<file path="config.mk">
export PLATFORM = sky130hd
export DESIGN_NAME = div_clk_monitor
export DESIGN_NICKNAME = d
export VERILOG_FILES = /design/src/rtl/div_clk_monitor_pkg.sv /design/src/rtl/sync_edge_det.sv /design/src/rtl/div_clk_monitor.sv
export SDC_FILE = /design/constraint.sdc
export NUM_CORES = 1
export LEC_CHECK = 0
export ABC_AREA = 1
export BUFFER_PORTS_ARGS = -buffer_cell sky130_fd_sc_hd__buf_2
export CAP_MARGIN = 10
export CORE_UTILIZATION = 35
export CTS_BUF_LIST = sky130_fd_sc_hd__clkbuf_4 sky130_fd_sc_hd__clkbuf_8 sky130_fd_sc_hd__clkbuf_16
export DETAILED_ROUTE_END_ITERATION = 8
export PLACE_DENSITY_LB_ADDON = 0.3
export SLEW_MARGIN = 10
export SYNTH_ARGS = -nofsm -noshare
export SYNTH_HDL_FRONTEND = slang
export SYNTH_HIERARCHICAL = 1
export SYNTH_SLANG_ARGS = --single-unit
</file>
<file path="constraint.sdc">
create_clock -name clk -period 5.4 [get_ports clk]
set_clock_uncertainty 0.1 [all_clocks]
set_input_delay 0.27 -clock clk [delete_from_list [all_inputs] [get_ports clk]]
set_output_delay 0.27 -clock clk [all_outputs]
set_load 0.02 [all_outputs]
</file>
<file path="src/rtl/div_clk_monitor_pkg.sv">
// Shared types and defaults for the divided-clock monitor.
// The FSM state enum, default measurement constants and the tolerance check
// live here so the top and any future users agree on them.
package div_clk_monitor_pkg;

  typedef enum logic [1:0] {
    ST_IDLE    = 2'd0,
    ST_ACQUIRE = 2'd1,
    ST_MEASURE = 2'd2,
    ST_STUCK   = 2'd3
  } state_t;

  localparam int unsigned DEF_EXP_HALF  = 20;
  localparam int unsigned DEF_TOL       = 2;
  localparam int unsigned DEF_LOCK_CNT  = 4;
  localparam int unsigned DEF_STUCK_LIM = 80;

  // One bit wider than the widest supported counter (64 bits).
  localparam int unsigned RC_W = 65;

  // Window test written as (meas + tol >= exp) so that no subtraction exists
  // and a tolerance larger than the expected value cannot wrap the lower bound.
  function automatic logic range_ok(input logic [RC_W-1:0] meas,
                                    input logic [RC_W-1:0] exp_half,
                                    input logic [RC_W-1:0] tol);
    return ((meas + tol) >= exp_half) && (meas <= (exp_half + tol));
  endfunction

endpackage

</file>
<file path="src/rtl/sync_edge_det.sv">
// Multi-stage synchroniser with edge detection for one asynchronous input.
// Exposes both the registered one-cycle strobes and their next-cycle values,
// so a consumer can update its own registers in the same cycle as a strobe.
module sync_edge_det #(
  parameter int unsigned SYNC_STAGES = 2
) (
  input  logic clk,
  input  logic rst_n,
  input  logic i_async,
  output logic o_rise_nxt,
  output logic o_fall_nxt,
  output logic o_rise,
  output logic o_fall
);

  logic [SYNC_STAGES-1:0] r_sync;
  logic                   r_prev;
  logic                   r_rise;
  logic                   r_fall;
  logic                   w_level;

  assign w_level    = r_sync[SYNC_STAGES-1];
  assign o_rise_nxt = w_level & ~r_prev;
  assign o_fall_nxt = ~w_level & r_prev;
  assign o_rise     = r_rise;
  assign o_fall     = r_fall;

  // Shift the input through the chain, remember the last level, register strobes.
  always_ff @(posedge clk or negedge rst_n) begin
    if (!rst_n) begin
      r_sync <= '0;
      r_prev <= 1'b0;
      r_rise <= 1'b0;
      r_fall <= 1'b0;
    end else begin
      // NOTE: non-blocking here so every stage samples the previous stage's old value.
      r_sync <= {r_sync[SYNC_STAGES-2:0], i_async};
      r_prev <= w_level;
      r_rise <= o_rise_nxt;
      r_fall <= o_fall_nxt;
    end
  end

endmodule

</file>
<file path="src/rtl/div_clk_monitor.sv">
// Divided-clock monitor: synchronises a slow clock-like input, measures each
// half-period in clk cycles, range-checks it, tracks frequency lock and
// hands measurements out through a valid/ready interface.
// Optional feature macro: DIV_CLK_MONITOR_STUCK_EN (adds the STUCK state and
// stuck-input detection; without it err_stuck is tied low).
module div_clk_monitor
  import div_clk_monitor_pkg::*;
#(
  parameter int unsigned SYNC_STAGES = 2,
  parameter int unsigned CNT_W       = 32,
  parameter int unsigned EXP_HALF    = DEF_EXP_HALF,
  parameter int unsigned TOL         = DEF_TOL,
  parameter int unsigned LOCK_CNT    = DEF_LOCK_CNT,
  parameter int unsigned STUCK_LIM   = DEF_STUCK_LIM
) (
  input  logic             clk,
  input  logic             rst_n,
  input  logic             en,
  input  logic             div_clk_in,
  output logic             rise_pulse,
  output logic             fall_pulse,
  output logic             meas_valid,
  input  logic             meas_ready,
  output logic [CNT_W-1:0] meas_half,
  output logic             meas_level,
  output logic             meas_ovf,
  output logic             err_range,
  output logic             err_stuck,
  output logic             locked
);

  localparam int unsigned      RUN_W   = $clog2(LOCK_CNT + 1);
  localparam logic [CNT_W-1:0] CNT_MAX = '1;

  state_t           r_state;
  logic [CNT_W-1:0] r_cnt;
  logic [CNT_W-1:0] r_meas_half;
  logic             r_meas_level;
  logic             r_meas_valid;
  logic             r_meas_ovf;
  logic             r_err_range;
  logic             r_locked;
  logic [RUN_W-1:0] r_run;

  logic             w_rise_nxt;
  logic             w_fall_nxt;
  logic             w_edge;
  logic [CNT_W-1:0] w_cnt_inc;
  logic             w_in_range;
  logic [RUN_W-1:0] w_run_inc;

  sync_edge_det #(
    .SYNC_STAGES (SYNC_STAGES)
  ) u_sync_edge_det (
    .clk        (clk),
    .rst_n      (rst_n),
    .i_async    (div_clk_in),
    .o_rise_nxt (w_rise_nxt),
    .o_fall_nxt (w_fall_nxt),
    .o_rise     (rise_pulse),
    .o_fall     (fall_pulse)
  );

  // An edge is seen one cycle before its strobe appears, so loads below land
  // in the same cycle as the strobe and intervals equal strobe spacing.
  assign w_edge     = w_rise_nxt | w_fall_nxt;
  assign w_cnt_inc  = (r_cnt == CNT_MAX) ? CNT_MAX : r_cnt + CNT_W'(1);
  assign w_in_range = range_ok(RC_W'(w_cnt_inc), RC_W'(EXP_HALF), RC_W'(TOL));
  assign w_run_inc  = (r_run == RUN_W'(LOCK_CNT)) ? r_run : r_run + RUN_W'(1);

`ifdef DIV_CLK_MONITOR_STUCK_EN
  logic r_err_stuck;
  logic w_stuck_enter;

  // Count reaching the limit without an edge, only while actively watching.
  assign w_stuck_enter = ((r_state == ST_ACQUIRE) || (r_state == ST_MEASURE)) &&
                         !w_edge && (w_cnt_inc == CNT_W'(STUCK_LIM));
  assign err_stuck     = r_err_stuck;
`else
  assign err_stuck     = 1'b0;
`endif

  assign meas_valid = r_meas_valid;
  assign meas_half  = r_meas_half;
  assign meas_level = r_meas_level;
  assign meas_ovf   = r_meas_ovf;
  assign err_range  = r_err_range;
  assign locked     = r_locked;

  // Monitor FSM with counter, handshake, range check and lock tracking.
  always_ff @(posedge clk or negedge rst_n) begin
    if (!rst_n) begin
      r_state      <= ST_IDLE;
      r_cnt        <= '0;
      r_meas_half  <= '0;
      r_meas_level <= 1'b0;
      r_meas_valid <= 1'b0;
      r_meas_ovf   <= 1'b0;
      r_err_range  <= 1'b0;
      r_locked     <= 1'b0;
      r_run        <= '0;
`ifdef DIV_CLK_MONITOR_STUCK_EN
      r_err_stuck  <= 1'b0;
`endif
    end else begin
      r_meas_ovf  <= 1'b0;
      r_err_range <= 1'b0;
      if (r_meas_valid && meas_ready) begin
        r_meas_valid <= 1'b0;
      end

      if (!en) begin
        r_state      <= ST_IDLE;
        r_cnt        <= '0;
        r_meas_valid <= 1'b0;
        r_run        <= '0;
        r_locked     <= 1'b0;
`ifdef DIV_CLK_MONITOR_STUCK_EN
        r_err_stuck  <= 1'b0;
      end else if (w_stuck_enter) begin
        r_state     <= ST_STUCK;
        r_cnt       <= w_cnt_inc;
        r_err_stuck <= 1'b1;
        r_run       <= '0;
        r_locked    <= 1'b0;
`endif
      end else begin
        case (r_state)
          ST_IDLE: begin
            r_cnt    <= '0;
            r_locked <= 1'b0;
            r_state  <= ST_ACQUIRE;
          end
          // First edge only aligns the counter; the partial interval is dropped.
          ST_ACQUIRE: begin
            if (w_edge) begin
              r_cnt   <= '0;
              r_state <= ST_MEASURE;
            end else begin
              r_cnt <= w_cnt_inc;
            end
          end
          ST_MEASURE: begin
            if (w_edge) begin
              r_cnt        <= '0;
              r_meas_half  <= w_cnt_inc;
              r_meas_level <= w_fall_nxt;
              r_meas_valid <= 1'b1;
              r_meas_ovf   <= r_meas_valid & ~meas_ready;
              if (w_in_range) begin
                r_run    <= w_run_inc;
                r_locked <= (w_run_inc == RUN_W'(LOCK_CNT));
              end else begin
                r_err_range <= 1'b1;
                r_run       <= '0;
                r_locked    <= 1'b0;
              end
            end else begin
              r_cnt <= w_cnt_inc;
            end
          end
`ifdef DIV_CLK_MONITOR_STUCK_EN
          // Recover on the next edge without reporting the stuck interval.
          ST_STUCK: begin
            if (w_edge) begin
              r_cnt       <= '0;
              r_err_stuck <= 1'b0;
              r_state     <= ST_MEASURE;
            end else begin
              r_cnt <= w_cnt_inc;
            end
          end
`endif
          // NOTE: a default arm keeps unreachable encodings recoverable.
          default: begin
            r_cnt   <= '0;
            r_state <= ST_IDLE;
          end
        endcase
      end
    end
  end

endmodule

</file>
==> metrics.md <==
| Metric | Value |
|---|---|
| Outcome | `finished clean` |
| Final Cycle Share | `69.1%` |
| Num CTS Buffers | `9` |
| GPL Wtd Cong | `0.918` |
| Maximum Capacitance Violations | `0` |
| Maximum VDD drop | `0.000162 V` |
| Lkg Pwr | `3.00 nW` |
| Placed insts | `994` |
| Post-DP HPWL | `11.5 mm` |
| Sequential area share after synthesis | `36.3%` |
| Vias after detailed routing | `5016` |
| Simple-gate share of the synthesized area | `43.9%` |
| Skew-Pair Late Insertion Delay | `0.35 ns` |
| Area of the mapped netlist | `5450 µm²` |
| Crit end category | `flop` |
| CP arrival | `3.86 ns` |
| Synth Area in Adders | `1.84%` |
| Worst slew pin tran | `1.00 ns` |
| Setup tns final | `0 ns` |
| Fraction of registers with async set or reset after synthesis | `100%` |
| Routed wire per std cell | `14.8 µm` |
| Most common cell after layout, fill and taps aside | `nand2_1` |
| Synth warn | `6` |
| Most frequent cells in the layout | `nand2_1, nor2_1, inv_1` |
| Core area | `15200 µm²` |
| Post-synth EDFFs | `0` |
| Final hold vios | `0` |
| Distinct cells, synth | `37` |
| PwrDens | `251 nW/µm²` |
| Number of diodes | `0` |
| Mapped Cells | `776` |
| Clock Pin Slew Worst Setup and Hold Paths | `0.06 ns` |
| Total grt overflow | `0` |
| CP startpoint kind | `flop` |
| Largest family of logic cells by synthesized area | `simple AND/OR/NAND/NOR gates` |
| Synthesized net count | `789` |
| XOR/XNOR Fraction of Synth Area | `2.73%` |
| DRC viols | `0` |
| All-layer global routing usage | `19.8%` |
| Via density per instance | `4.96` |
| Chip width | `127 µm` |
| Slew Viols, Final | `0` |
| Largest net degree at the start of global routing | `80` |
| Core Util, Final | `40.6%` |
| First-pass GRT wire length | `24.6 mm` |
| Final setup vio count | `0` |
| Post-synthesis average cell area | `7.03 µm²` |
| Die Y | `127 µm` |
| NumNets Final | `831` |
| Post-DRT Antenna Nets | `0` |
| Row cnt | `45` |
| Final Critical Period | `3.73 ns` |
| Initial antenna violation count | `0` |
| Max Freq | `268 MHz` |
| M1 GR Usage | `27.8%` |
| Share of layout cells above drive strength 1 | `16.9%` |
| Relative slew slack | `33.1%` |
| Syn-to-layout area delta | `13.2%` |
| I/O Buffers | `43` |
| RSZ-0062 raised after global routing | `false` |
| Root Driver | `clkbuf_16` |
| Post-CTS setup buffers | `0` |
| Met2 usage | `30.5%` |
| Overall die area | `16100 µm²` |
| Cts hold-fix bufs | `1` |
| Sink Count | `79` |
| CTS tree | `done` |
| Initial DRC Count | `347` |
| Clk buf depth | `2` |
| Worst hold path type | `in2async` |
| CTS resizes | `0` |
| Vias in the first global route | `4760` |
| Tot Pwr | `1.55 mW` |
| First-pass DRT Iterations | `5` |
| Post-synthesis compound-gate area fraction | `6.33%` |
| Critical path type | `reg2reg` |
| Mux cell area share after synthesis | `0%` |
| Layout Cells excl Fill | `1011` |
| Most used routing layer | `met2` |
| Starting Density | `35.9%` |
| # fillers | `1606` |
| Worst EP required | `5.53 ns` |
| H-tree levels | `3` |
| GR Util met3 | `3.80%` |
| Io pins | `45` |
| #FFs+latches synth | `79` |
| Worst-path fanout max | `38` |
| Top FF cell, synth | `dfrtp_1` |
| Routed WL | `15.0 mm` |
## cell type report
| class | count | area (µm²) | area share, % |
|---|---|---|---|
| Multi-Input combinational cell | 583 | 2990 | 48.5 |
| Sequential cell | 79 | 1980 | 32.0 |
| Inverter | 100 | 380 | 6.17 |
| Timing Repair Buffer | 45 | 235 | 3.81 |
| Tap cell | 188 | 235 | 3.81 |
| Clock buffer | 9 | 225 | 3.65 |
| Clock inverter | 7 | 126 | 2.05 |
## registers in the layout, summed over array words and instances, names as in the netlist, 2 cells and up
| signal | count |
|---|---|
| r_state | 2 |
| u_sync_edge_det/r_sync | 2 |
| r_cnt | 32 |
| r_run | 3 |
| meas_half | 32 |
## Yosys cell counts, types with 5 or more instances
cell	instances	area share (%)
nand3_1	43	3.9
nor3_1	6	0.55
clkbuf_1	8	0.55
nand3_4	7	2.2
ha_1	8	1.8
nor2_2	13	1.5
xnor2_1	5	0.80
nand3_2	13	2.4
o21ai_0	40	3.7
nand2_2	16	1.8
xor2_1	12	1.9
nor2_1	102	7.0
o21ai_1	5	0.46
nand4_1	17	2.0
nand2_1	252	17
dfrtp_1	79	36
inv_1	94	6.5
nor2_4	12	2.5
a21oi_1	8	0.73
## cells by family after synthesis
family | after synthesis
xor+xnor | 17
compound gates | 63
other cells | 1
simple gates | 494
fa+ha+maj | 8
flops | 79
buf+inv | 114
## routing by layer
metal  wire length (µm)  vias to the layer above
met5                  0                        -
met4                297                        0
met3               1100                       22
met2               6690                      155
met1               6880                     2320
li1                   -                     2519
## critical path, cell delays in order, from the launching register on
cell	delay, ns
dfrtp_1	0.38
ha_1	0.25
inv_1	0.11
nor2_4	0.21
nand2_4	0.10
nor2_8	0.20
nand2_4	0.38
nand2_1	0.25
ha_1	0.22
nand2_1	0.14
inv_1	0.10
nand2_2	0.08
nor2_4	0.19
nand3_1	0.10
nand2_1	0.07
nand2_1	0.05
a21oi_1	0.15
nand2_1	0.08
nor2_1	0.12
nand3_2	0.13
nand2_1	0.11
o21ai_1	0.07
## power by group
part	switching [mW]	internal, mW	total [mW]
combinational	0.131	0.0483	0.179
clock	0.266	0.458	0.724
sequential	0.0189	0.623	0.642
## through the flow
step                      worst slack [ns]  area (µm²)  hold slack, ns
after floorplan                       2.22        5450          -0.126
after global placement                1.84        5810           0.236
after detailed placement              1.75        5810           0.243
after CTS                             1.72        6170          0.0404
after global routing                  1.33        6170          0.0914
final                                 1.67        6170         0.00870
## path summary, 6_finish.rpt
path,from,end,slack (ns),depth (start not counted)
max in group asynchronous,rst_n,r_cnt[21],4.56,1
worst max-delay path,r_cnt[1],r_run[1],1.67,21
worst max register to register,r_cnt[1],r_run[1],1.67,21
worst min-delay path,rst_n,r_state[1],0.009,1
min in group clk,meas_ready,meas_ovf,0.07,4
worst min register to register,u_sync_edge_det/r_sync[0],u_sync_edge_det/r_sync[1],0.26,0
Power figures use the tool's default switching activity.
